<file path="config.mk">
export PLATFORM = sky130hd
export DESIGN_NAME = id_imm_stage_flat
export DESIGN_NICKNAME = d
export VERILOG_FILES = /design/src/rtl/id_imm_if.sv /design/src/rtl/id_imm_stage.sv /design/src/flat_wrapper.sv
export SDC_FILE = /design/constraint.sdc
export NUM_CORES = 1
export LEC_CHECK = 0
export CELL_PAD_IN_SITES_DETAIL_PLACEMENT = 1
export CELL_PAD_IN_SITES_GLOBAL_PLACEMENT = 1
export CORE_MARGIN = 4
export CORE_UTILIZATION = 33
export DETAILED_ROUTE_END_ITERATION = 10
export HOLD_SLACK_MARGIN = 0.06
export PLACE_DENSITY_LB_ADDON = 0.05
export SETUP_SLACK_MARGIN = 0.05
export SKIP_CTS_REPAIR_TIMING = 1
export SKIP_LAST_GASP = 1
export SLEW_MARGIN = 25
export SYNTH_ARGS = -nofsm -noshare
export SYNTH_HDL_FRONTEND = slang
export SYNTH_SLANG_ARGS = --single-unit
</file>
<file path="constraint.sdc">
create_clock -name clk -period 3.1 [get_ports clk]
set_input_delay 0.465 -clock clk [delete_from_list [all_inputs] [get_ports clk]]
set_output_delay 0.465 -clock clk [all_outputs]
set_load 0.05 [all_outputs]
</file>
<file path="src/rtl/id_imm_if.sv">
// Handshake bundle between the IF/ID register, the decode-stage immediate unit and ID/EX.
// The stage itself is the slave; the surrounding pipeline (or a bench) is the master.
interface id_imm_if #(
    parameter int XLEN = 32
);
    logic            in_valid;
    logic            in_ready;
    logic [XLEN-1:0] instr;
    logic [XLEN-1:0] pc;
    logic            out_valid;
    logic            out_ready;
    logic [XLEN-1:0] out_imm;
    logic [2:0]      out_fmt;
    logic [XLEN-1:0] out_pc;
    logic            out_illegal;

    modport master (
        output in_valid, instr, pc, out_ready,
        input  in_ready, out_valid, out_imm, out_fmt, out_pc, out_illegal
    );

    modport slave (
        input  in_valid, instr, pc, out_ready,
        output in_ready, out_valid, out_imm, out_fmt, out_pc, out_illegal
    );
endinterface

</file>
<file path="src/rtl/id_imm_stage.sv">
// Decode-stage immediate unit: classifies instruction format, builds the extended
// immediate and registers it into a single valid/ready slot with stall/flush control.
module id_imm_stage #(
    parameter int XLEN  = 32,
    parameter int CNT_W = 16
) (
    input  logic             clk,
    input  logic             reset,
    id_imm_if.slave          bus,
    input  logic             stall,
    input  logic             flush,
    output logic [CNT_W-1:0] illegal_cnt
);

    localparam logic [2:0] FMT_R   = 3'd0;
    localparam logic [2:0] FMT_I   = 3'd1;
    localparam logic [2:0] FMT_S   = 3'd2;
    localparam logic [2:0] FMT_B   = 3'd3;
    localparam logic [2:0] FMT_U   = 3'd4;
    localparam logic [2:0] FMT_J   = 3'd5;
    localparam logic [2:0] FMT_ILL = 3'd7;

    localparam logic [CNT_W-1:0] CNT_MAX = {CNT_W{1'b1}};

    typedef struct packed {
        logic [XLEN-1:0] imm;
        logic [2:0]      fmt;
        logic            illegal;
    } dec_t;

    function automatic dec_t decode_f(input logic [XLEN-1:0] i);
        dec_t d;
        d.imm     = 32'd0;
        d.fmt     = FMT_R;
        d.illegal = 1'b0;
        case (i[6:0])
            7'b0010011: begin
                d.fmt = FMT_I;
                // Shift-immediates carry an unsigned shamt, not a sign-extended value
                if ((i[14:12] == 3'b001) || (i[14:12] == 3'b101)) begin
                    d.imm = {27'd0, i[24:20]};
                end else begin
                    d.imm = {{20{i[31]}}, i[31:20]};
                end
            end
            7'b0000011, 7'b1100111, 7'b1110011: begin
                d.fmt = FMT_I;
                d.imm = {{20{i[31]}}, i[31:20]};
            end
            7'b0100011: begin
                d.fmt = FMT_S;
                d.imm = {{20{i[31]}}, i[31:25], i[11:7]};
            end
            7'b1100011: begin
                d.fmt = FMT_B;
                d.imm = {{19{i[31]}}, i[31], i[7], i[30:25], i[11:8], 1'b0};
            end
            7'b0110111, 7'b0010111: begin
                d.fmt = FMT_U;
                d.imm = {i[31:12], 12'd0};
            end
            7'b1101111: begin
                d.fmt = FMT_J;
                d.imm = {{11{i[31]}}, i[31], i[19:12], i[20], i[30:21], 1'b0};
            end
            7'b0110011: begin
                d.fmt = FMT_R;
                d.imm = 32'd0;
            end
            default: begin
                d.fmt     = FMT_ILL;
                d.imm     = 32'd0;
                d.illegal = 1'b1;
            end
        endcase
        return d;
    endfunction

    logic              valid_r;
    logic [XLEN-1:0]   imm_r;
    logic [2:0]        fmt_r;
    logic [XLEN-1:0]   pc_r;
    logic              illegal_r;
    logic [CNT_W-1:0]  cnt_r;

    dec_t dec_s;
    logic in_ready_s;
    logic accept_s;
    logic drain_s;

    // Decode the incoming word and derive the handshake conditions for this cycle
    always_comb begin
        dec_s      = decode_f(bus.instr);
        in_ready_s = ~stall & ~flush & (~valid_r | bus.out_ready);
        accept_s   = bus.in_valid & in_ready_s;
        drain_s    = valid_r & bus.out_ready;
    end

    // Slot register and saturating illegal counter; reset > flush > stall > accept/drain
    always_ff @(posedge clk) begin
        if (reset) begin
            valid_r   <= 1'b0;
            imm_r     <= 32'd0;
            fmt_r     <= 3'd0;
            pc_r      <= 32'd0;
            illegal_r <= 1'b0;
            cnt_r     <= {CNT_W{1'b0}};
        end else if (flush) begin
            valid_r <= 1'b0;
        end else if (stall) begin
            valid_r <= valid_r;
        end else if (accept_s) begin
            valid_r   <= 1'b1;
            imm_r     <= dec_s.imm;
            fmt_r     <= dec_s.fmt;
            pc_r      <= bus.pc;
            illegal_r <= dec_s.illegal;
            if (dec_s.illegal && (cnt_r != CNT_MAX)) begin
                cnt_r <= cnt_r + {{(CNT_W-1){1'b0}}, 1'b1};
            end else begin
                cnt_r <= cnt_r;
            end
        end else if (drain_s) begin
            valid_r <= 1'b0;
        end else begin
            valid_r <= valid_r;
        end
    end

    assign bus.in_ready    = in_ready_s;
    assign bus.out_valid   = valid_r & ~stall;
    assign bus.out_imm     = imm_r;
    assign bus.out_fmt     = fmt_r;
    assign bus.out_pc      = pc_r;
    assign bus.out_illegal = illegal_r;
    assign illegal_cnt     = cnt_r;

endmodule

</file>
<file path="src/flat_wrapper.sv">
// flat-port wrapper written by rule: the top's interface ports become plain ports
module id_imm_stage_flat 
#(
    parameter int XLEN  = 32,
    parameter int CNT_W = 16
)
  (clk, reset, stall, flush, illegal_cnt, bus_in_valid, bus_instr, bus_pc, bus_out_ready, bus_in_ready, bus_out_valid, bus_out_imm, bus_out_fmt, bus_out_pc, bus_out_illegal);
  id_imm_if #(.XLEN(XLEN)) bus_i ();
  input  logic clk;
  input  logic reset;
  input  logic stall;
  input  logic flush;
  output logic [CNT_W-1:0] illegal_cnt;
  input wire logic [$bits(bus_i.in_valid)-1:0] bus_in_valid;
  input wire logic [$bits(bus_i.instr)-1:0] bus_instr;
  input wire logic [$bits(bus_i.pc)-1:0] bus_pc;
  input wire logic [$bits(bus_i.out_ready)-1:0] bus_out_ready;
  output wire logic [$bits(bus_i.in_ready)-1:0] bus_in_ready;
  output wire logic [$bits(bus_i.out_valid)-1:0] bus_out_valid;
  output wire logic [$bits(bus_i.out_imm)-1:0] bus_out_imm;
  output wire logic [$bits(bus_i.out_fmt)-1:0] bus_out_fmt;
  output wire logic [$bits(bus_i.out_pc)-1:0] bus_out_pc;
  output wire logic [$bits(bus_i.out_illegal)-1:0] bus_out_illegal;
  assign bus_i.in_valid = bus_in_valid;
  assign bus_i.instr = bus_instr;
  assign bus_i.pc = bus_pc;
  assign bus_i.out_ready = bus_out_ready;
  assign bus_in_ready = bus_i.in_ready;
  assign bus_out_valid = bus_i.out_valid;
  assign bus_out_imm = bus_i.out_imm;
  assign bus_out_fmt = bus_i.out_fmt;
  assign bus_out_pc = bus_i.out_pc;
  assign bus_out_illegal = bus_i.out_illegal;
  id_imm_stage #(.XLEN(XLEN), .CNT_W(CNT_W)) u_core (.clk(clk), .reset(reset), .bus(bus_i), .stall(stall), .flush(flush), .illegal_cnt(illegal_cnt));
endmodule
</file>
==> results.py <==
metrics = {
    "setup_path": {
        "r2r_start": "u_core.illegal_cnt[0]",
        "critPathRequiredTime_ns": 2.63,
        "start_kind": "input port",
        "cp-end-kind": "output pin",
        "reg2reg_to": "u_core.illegal_cnt[8]",
        "worst-r2r-setup-slack_ns": 0.76,
        "critPathMaxFanout": 5,
        "critPathKind": "in -> out",
        "reg2reg_depth": 6,
        "arrival_ns": 2.11,
    },
    "grt": {
        "grt_pass1_vias": 4014,
        "grt_start_max_net_pins": 59,
        "gr-total-overflow": 0,
        "antenna_found_initial": 0,
        "grt_pass1_wl_um": 20500,
        "grt_usage": 0.194,
    },
    "clock_network": {
        "clk-insertion-delay-late_ns": 0.35,
        "clock-sinks": 85,
        "clock_path_buffers": 2,
        "clk_pin_slew_ns": 0.06,
        "numCtsBuffers": 9,
        "cts_tree": "yes",
        "h-tree-depth": 3,
        "root_buffer": "clkbuf_16",
    },
    "floorplanning": {
        "io_pins": 156,
        "die_x_um": 116,
        "initial_core_util": 0.336,
        "dieArea_um2": 13400,
        "die_h_um": 116,
        "core.rowCount": 39,
        "core_area_um2": 11400,
    },
    "placed_design": {
        "dp_slack_ns": 0.411,
        "io_buffer_count": 155,
        "routabilityCongestion": 0.801,
        "dp.cells": 715,
        "dp.final_hpwl_um": 9310,
    },
    "route": {
        "drtIter0Drc": 172,
        "wl_um": 12900,
        "vias_per_cell": 5.25,
        "drtPass1Iterations": 4,
        "ant_nets": 0,
        "wl_per_cell_um": 17.6,
        "drc": 0,
        "vias": 3835,
    },
    "worst_hold_path": {
        "worstHoldEndpoint": "u_core.bus.out_pc[4]",
        "hold_depth": 2,
        "hold_class": "reg -> reg",
        "min_from": "u_core.bus.out_pc[4]",
    },
    "sta": {
        "setup_ws_ns": 0.529,
        "tns_ns": 0,
        "fin_crit_sh": 0.829,
        "max_slew_margin": 0.496,
        "worst_pin_slew_ns": 0.756,
        "skew_ns": 0.00560,
        "finalHoldViolCount": 0,
        "finalSetupViolCount": 0,
        "slew_viol_final": 0,
        "fmax_mhz": 389,
        "min_period_ns": 2.57,
        "rsz0062_at_grt": "false",
    },
    "flow_run": {
        "maxCapViolCount": 0,
    },
    "yosys": {
        "syn_nets": 512,
        "synthFlopType": "dfxtp_1",
        "syn_avg_cell_area_um2": 8.66,
        "synth_warnings": 0,
        "netlist_instances": 441,
        "synth_seq_area_share": 0.445,
        "synth.top_cell.area_share": 0.445,
        "synth_edf_count": 0,
        "synthArstFlopShare": 0,
        "synth_area_leaders": "dfxtp_1, nand2_1, a21oi_1, a21boi_0, a221oi_2",
        "yosysTopAreaCell": "dfxtp_1",
        "ys_seq_elements": 85,
        "syn_area_um2": 3820,
        "synth.distinct_cells": 54,
    },
    "finish": {
        "final_cells": 731,
        "fin_nets": 654,
        "syn_to_final_growth_pct": 51.0,
        "drive_gt1_frac": 0.0884,
        "antenna_cells": 0,
    },
    "power": {
        "p_sw_frac": 0.247,
        "p_clk_frac": 0.442,
        "power_uw": 2570,
        "comb_power_share": 0.122,
        "irDropWorstVdd_v": 0.000347,
        "p_int_uw": 1940,
        "p_leak_uw": 0.00191,
        "power_density_nw_per_um2": 446,
        "power_switching_uw": 634,
        "seq_power_share": 0.435,
    },
    "run_status": {
        "status": "finished clean",
    },
}
[cell usage in the layout, fill, tap and decap left out, types with 2 or more instances in the layout]
master	n
dfxtp_1	85
nor2b_1	2
clkdlybuf4s50_1	154
a21oi_1	54
and4_1	3
nand3_1	13
buf_4	9
o21bai_1	2
o21ai_0	9
clkbuf_8	3
clkbuf_16	9
nand4_1	4
or3_1	2
a221oi_2	10
or4_1	13
nor3_1	4
nor2_1	9
a221oi_1	9
o221a_2	3
o21ai_2	2
inv_1	3
nand2_1	103
a22o_1	9
and2_1	3
a21boi_0	20
o31ai_1	14
and3_1	5
[synth_stat cells (2+ instances only)]
| cell type | instances |
|---|---|
| nand3_1 | 14 |
| dfxtp_1 | 85 |
| a221oi_2 | 10 |
| o21ai_2 | 2 |
| and4_1 | 3 |
| buf_2 | 5 |
| o21ai_0 | 9 |
| o31ai_1 | 15 |
| clkbuf_1 | 20 |
| o21bai_1 | 2 |
| a221oi_1 | 9 |
| nor3_1 | 4 |
| buf_6 | 4 |
| nand2_1 | 103 |
| nor2b_1 | 2 |
| and3_1 | 6 |
| o221a_2 | 3 |
| or3_1 | 2 |
| inv_1 | 3 |
| a21boi_0 | 20 |
| nor2_1 | 9 |
| a21oi_1 | 54 |
| and2_1 | 3 |
| a22o_1 | 9 |
| or4_1 | 13 |
| nand4_1 | 4 |
[sequential cells by signal (all words and copies together), names as in the netlist]
| name | flops |
|---|---|
| u_core.bus.out_fmt | 3 |
| u_core.illegal_cnt | 16 |
| u_core.bus.out_pc | 32 |
| u_core.bus.out_illegal | 1 |
| u_core.valid_r | 1 |
| u_core.bus.out_imm | 32 |
[worst max-delay path, stage by stage]
cell and delay (ns):
clkdlybuf4s50_1 0.46, nor2_2 0.22, and2_1 0.15, clkdlybuf4s50_1 0.80
[kinds of logic after synthesis]
group | synth area share
xor gates and xnor gates | 0.00459
adders and majority gates | 0.00327
DFF | 0.445
AOI/OAI and AO/OA | 0.286
buffers and inverters | 0.0491
and+or+nand+nor | 0.212
[worst max path at each step]
stage / from / to / slack [ns] / depth (start not counted)
after global placement: bus_instr[4] / u_core.illegal_cnt[1] / 0.29 / 6
after global routing: stall / bus_in_ready / 0.47 / 4
after detailed placement: bus_instr[4] / u_core.bus.out_imm[20] / 0.41 / 7
final: stall / bus_in_ready / 0.53 / 4
after CTS: stall / bus_in_ready / 0.53 / 4
after floorplan: u_core.illegal_cnt[0] / u_core.illegal_cnt[1] / 0.86 / 8
[metal layers]
layer / share of wire / track usage / wire length (µm)
met1: 0.42 / 0.228 / 5390
met2: 0.51 / 0.345 / 6570
met3: 0.056 / 0.0538 / 719
met4: 0.014 / 0.0595 / 179
met5: 0 / 0 / 0
[cell type report]
| type | instances | area [µm²] |
|---|---|---|
| fill | 1344 | 5600 |
| multi-input combinational | 320 | 1950 |
| sequential | 85 | 1700 |
| timing repair buffer | 164 | 1610 |
| clock buffer | 13 | 270 |
| tap | 143 | 179 |
| clock inverter | 3 | 42.5 |
| inverter | 3 | 11.3 |
[power groups by stage]
stage,Combinational (µW),Clock [µW],Sequential [µW]
2_1_floorplan,96.6,0,1200
3_3_place_gp,312,0,1140
3_5_place_dp,317,0,1140
4_1_cts,319,1170,1120
5_1_grt,337,1220,1120
6_report,315,1140,1120
[metrics by stage]
step,instance area [µm²],util,hold slack (ns)
after floorplan,3820,-,0.544
after global routing,5770,0.507,0.478
after global placement,5450,0.479,0.442
after CTS,5770,0.507,0.459
after detailed placement,5460,0.480,0.450
final,5770,0.507,0.453
(Power assumes the default switching activity.)
